$ cat src/rtl/axi_wr_slave_if.sv
// AXI write-path terminator for one SRAM-style slave: one AW at a time, each W beat
// becomes a single-cycle byte-enabled memory write, one B response per burst.
module axi_wr_slave_if #(
   parameter int ID_W   = 8,
   parameter int MEM_AW = 14
) (
   input  logic              ACLK,
   input  logic              ARESETn,
   input  logic [ID_W-1:0]   AWID_S,
   input  logic [31:0]       AWADDR_S,
   input  logic [3:0]        AWLEN_S,
   input  logic [2:0]        AWSIZE_S,
   input  logic [1:0]        AWBURST_S,
   input  logic              AWVALID_S,
   output logic              AWREADY_S,
   input  logic [31:0]       WDATA_S,
   input  logic [3:0]        WSTRB_S,
   input  logic              WLAST_S,
   input  logic              WVALID_S,
   output logic              WREADY_S,
   output logic [ID_W-1:0]   BID_S,
   output logic [1:0]        BRESP_S,
   output logic              BVALID_S,
   input  logic              BREADY_S,
   output logic              MEM_CS,
   output logic [3:0]        MEM_WE,
   output logic [MEM_AW-1:0] MEM_A,
   output logic [31:0]       MEM_DI
);

   // state | meaning
   // IDLE  | waiting for an AW request
   // DATA  | absorbing W beats, one memory write per accepted beat
   // RESP  | holding B until BREADY_S
   typedef enum logic [1:0] {IDLE, DATA, RESP} state_t;

   state_t            state_q, state_d;
   logic [ID_W-1:0]   id_q, id_d;
   logic [31:0]       addr_q, addr_d;
   logic [3:0]        len_q, len_d;
   logic [3:0]        cnt_q, cnt_d;
   logic [1:0]        burst_q, burst_d;
   logic              err_q, err_d;
   logic              beat;
   logic              last_beat;
   logic              unused_addr;

   assign AWREADY_S = (state_q == IDLE);
   assign WREADY_S  = (state_q == DATA);
   assign BVALID_S  = (state_q == RESP);
   assign BID_S     = id_q;
   assign BRESP_S   = (state_q == RESP && err_q) ? 2'b10 : 2'b00;

   assign beat      = WVALID_S & WREADY_S;
   assign last_beat = (cnt_q == len_q);

   // Erroneous bursts still consume every beat, they just never write
   assign MEM_CS = beat;
   assign MEM_WE = (beat && !err_q) ? WSTRB_S : 4'h0;
   assign MEM_A  = addr_q[MEM_AW+1:2];
   assign MEM_DI = WDATA_S;

   assign unused_addr = ^{addr_q[31:MEM_AW+2], addr_q[1:0]};

   always_comb begin
      state_d = state_q;
      id_d    = id_q;
      addr_d  = addr_q;
      len_d   = len_q;
      cnt_d   = cnt_q;
      burst_d = burst_q;
      err_d   = err_q;
      case (state_q)
         IDLE: begin
            if (AWVALID_S) begin
               id_d    = AWID_S;
               addr_d  = AWADDR_S;
               len_d   = AWLEN_S;
               burst_d = AWBURST_S;
               cnt_d   = 4'd0;
               err_d   = (AWSIZE_S != 3'b010) || AWBURST_S[1];
               state_d = DATA;
            end
         end
         DATA: begin
            if (WVALID_S) begin
               if (burst_q == 2'b01) addr_d = addr_q + 32'd4;
               cnt_d = cnt_q + 4'd1;
               if (WLAST_S != last_beat) err_d = 1'b1;
               // The beat count, not WLAST, ends the burst
               if (last_beat) state_d = RESP;
            end
         end
         RESP: begin
            if (BREADY_S) state_d = IDLE;
         end
         default: state_d = IDLE;
      endcase
   end

   always_ff @(posedge ACLK or negedge ARESETn) begin
      if (!ARESETn) begin
         state_q <= IDLE;
         id_q    <= '0;
         addr_q  <= '0;
         len_q   <= '0;
         cnt_q   <= '0;
         burst_q <= '0;
         err_q   <= 1'b0;
      end else begin
         state_q <= state_d;
         id_q    <= id_d;
         addr_q  <= addr_d;
         len_q   <= len_d;
         cnt_q   <= cnt_d;
         burst_q <= burst_d;
         err_q   <= err_d;
      end
   end

endmodule
$ cat config.mk
export PLATFORM = sky130hd
export DESIGN_NAME = axi_wr_slave_if
export DESIGN_NICKNAME = d
export VERILOG_FILES = /design/src/rtl/axi_wr_slave_if.sv
export SDC_FILE = /design/constraint.sdc
export NUM_CORES = 1
export LEC_CHECK = 0
export ABC_AREA = 1
export CAP_MARGIN = 10
export CORE_ASPECT_RATIO = 1.5
export CORE_MARGIN = 10
export CORE_UTILIZATION = 30
export DETAILED_ROUTE_END_ITERATION = 8
export PLACE_DENSITY = 0.71
export SETUP_SLACK_MARGIN = 0.15
export SLEW_MARGIN = 20
export SYNTH_ARGS = -nofsm -noshare
export SYNTH_HDL_FRONTEND = slang
export SYNTH_SLANG_ARGS = --single-unit
$ cat constraint.sdc
create_clock -name ACLK -period 3.4 [get_ports ACLK]
set_input_delay 0.68 -clock ACLK [delete_from_list [all_inputs] [get_ports ACLK]]
set_output_delay 0.68 -clock ACLK [all_outputs]
set_load 0.1 [all_outputs]
==> metrics.md <==
| Metric | Value |
|---|---|
| Yosys warnings | 0 |
| CP Max Fanout | 6 |
| Post-cts sizing count | 0 |
| # port buffers | slightly above 70 |
| Worst path required time | around 2700 ps |
| Initial Util | between 30% and 40% |
| Total power per unit cell area | approximately 1200 mW/mm2 |
| Avg Synthesized Cell Area | approximately 7.4 um2 |
| Sink Count | 35 |
| Number of buffers created by CTS | 5 |
| Total core area | about 0.0073 mm2 |
| Placed Cells | around 440 |
| Final WS setup | 609 ps |
| Die Area | 0.0114 mm2 |
| CTS tree | built |
| Endpoints failing setup | 0 |
| Fmax | around 360 MHz |
| Vias/cell | around 4.4 |
| CTS Buffer Depth | 2 |
| Area contributors post-synth | dfrtp_1, nand2_1, buf_4 |
| CP Cell Sequence | clkdlybuf4s50_1 -> nand2_4 -> inv_1 -> nand2_1 -> nor2_1 -> buf_12 |
| #FFs+latches synth | 35 |
| Pre-CTS WS | 592 ps |
| ANT nets after route | 0 |
| Maximum vdd ir drop | ~0.69 mV |
| Nets | ~440 |
| Status | finished, final reports clean |
| Met2 usage | ~18% |
| Hold Vio Cnt, Final | 0 |
| Synth area leader | dfrtp_1 |
| Critical Path AT | about 2100 ps |
| Minimum clock period | around 2800 ps |
| Placed Area | 0.00280 mm2 |
| Crit path from | WVALID_S |
| Initial antenna violation count | 0 |
| Via count | around 2,000 |
| Post-Synthesis Cells | 305 |
| Syn nets | 398 |
| Most frequent cells after synthesis | nand2_1, dfrtp_1, inv_1 |
| Crit path max-delay cell type | clkdlybuf4s50_1 |
| Final instance area | between 0.002 and 0.003 mm2 |
| Crit. End Element | output port |
| Placer Congestion | a little over 0.8 |
| Layout cells sized above 1 | between 10% and 20% |
| Non-filler cells, final | roughly 450 |
| Detailed Routing Iterations Pass 1 | 4 |
| Critical path class | input pin to output port |
| Worst r2r src | state_q[0] |
| Post-detail-place hpwl | 4560 um |
| CTS Hold Bufs | 0 |
| Root Buffer | clkbuf_8 |
| IO Count | 155 |
| Met3 Use GR | approximately 4.1% |
| Final Core Density | 39.8% |
| Layout area overhead | 29.0% |
| GRT overflow | 0 |
| Largest net degree at the start of global routing | 36 |
| Post-Route Skew | approximately 2.4 ps |
| Worst Hold Class | register to register |
| EDFF count, synth | 0 |
| LEAKAGE | approximately 1.4 nW |
| Post-synth ARST share | 100% |
| Synth top area share | 39.0% |
| Die height | approximately 130 um |
| Setup TNS | 0 ps |
| Rows | 38 |
| Die Wd | between 90 and 100 um |
| Detailed Route WL | about 6000 um |
| First-pass GRT wire length | a little under 10,000 um |
| Clk_lat worst skew | ~280 ps |
| GR peak layer | met2 |
| First-iteration detailed-routing DRC count | 33 |
| Antenna Cells | 0 |
| Pins Over Slew Limit | 0 |
| Post CTS Setup Buffer Count | 0 |
| Met1 usage | 11.1% |
| DRC | 0 |
| Top-count cell post-synth | nand2_1 |
| Maxcap violations | 0 |
| WL/cell | about 13 um |
| Synthesized cell area | between 0.002 and 0.0025 mm2 |
| Hold Crit Start | err_q |
| Final Power | 3.47 mW |
| Max incr delay on CP | about 530 ps |
| Post-route clock period utilization | roughly 82% |
| RSZ-0062 raised after global routing | no |
| Seq/Total Area, Yosys | 39.0% |
| Worst Hold Slack | 475 ps |
| Main synth FF type | dfrtp_1 |
| CTS HTree Levels | 2 |
| CP startpoint kind | input pin |
| Clk slew on worst S/H paths | around 70 ps |
| Vias in the first global route | between 2,000 and 2,500 |
| Top Family by Delay on Critical Path | buffers and inverters |
| GRT Util Overall | approximately 10% |
| CP bufs+invs | 3 |
| Synth cell types | 29 |
## layout by cell type (no fill, tap or decap), types with 2 or more instances in the layout
cell,netlist,final
nand2_1,90,90
clkdlybuf4s50_1,0,40
dfrtp_1,35,35
inv_1,34,34
buf_4,33,28
nor2_1,27,26
o21ai_0,19,19
nand3_1,15,15
a21oi_1,8,8
clkbuf_8,0,7
o21ai_1,6,6
nor3_1,5,5
buf_12,0,5
nand4_1,4,4
o22ai_1,4,4
inv_2,2,2
nand2_4,2,2
nor2_2,1,2
nand2_8,2,2
a22oi_1,2,2
ha_1,2,2
## worst paths after layout
check | to | slack [ps] | cells after the start
worst max-delay path | MEM_WE[3] | 610 | 6
worst min-delay path | err_q | 470 | 2
worst max register to register | state_q[1] | 1600 | 8
worst min register to register | err_q | 470 | 2
max in group asynchronous | addr_q[13] | 2250 | 2
min in group asynchronous | addr_q[3] | 800 | 2
## cells by family (layout without fill, tap and decap cells)
family	count (synthesis)	after routing	synth area share [%]
xor+xnor	2	2	0.781
compound gates	41	41	10.0
simple gates	148	148	29.4
buf+inv	76	118	19.5
fa+ha+maj	2	2	1.11
flops	35	35	39.0
other cells	1	1	0.167
## cell type report
| type | instances | area (um2) |
|---|---|---|
| clock buffer | 8 | 100 |
| fill | 767 | 4380 |
| inverter | 37 | 151 |
| multi-input combinational | 194 | 933 |
| sequential | 35 | 876 |
| tap | 100 | 125 |
| timing repair buffer | 73 | 711 |
## metal layers
layer / vias up / share of wire, % / routed length, um
met5: - / 0 / 0
met4: 0 / 1.9 / 114
met3: 15 / 8.4 / 500
met2: 75 / 50 / 2970
met1: 894 / 40 / 2400
li1: 1005 / - / -
## worst register-to-register path, stage by stage, from the launching register on
cell	delay [ps]
dfrtp_1	450
inv_2	90
nor2_8	100
buf_4	290
inv_1	300
o22ai_1	200
inv_1	60
nand2_1	90
o22ai_1	80
## report_power, final
| part | internal, mW | switching [mW] | leakage [nW] |
|---|---|---|---|
| clock network | 0.185 | 0.154 | 0.0515 |
| logic | 0.545 | 1.81 | 0.931 |
| registers | 0.608 | 0.175 | 0.426 |
## flip-flops by register name (all words and copies together), names as in the netlist
register and cells:
addr_q 14, BID_S 8, cnt_q 4, len_q 4
burst_q 2, state_q 2, err_q 1
(Power assumes the default switching activity.)
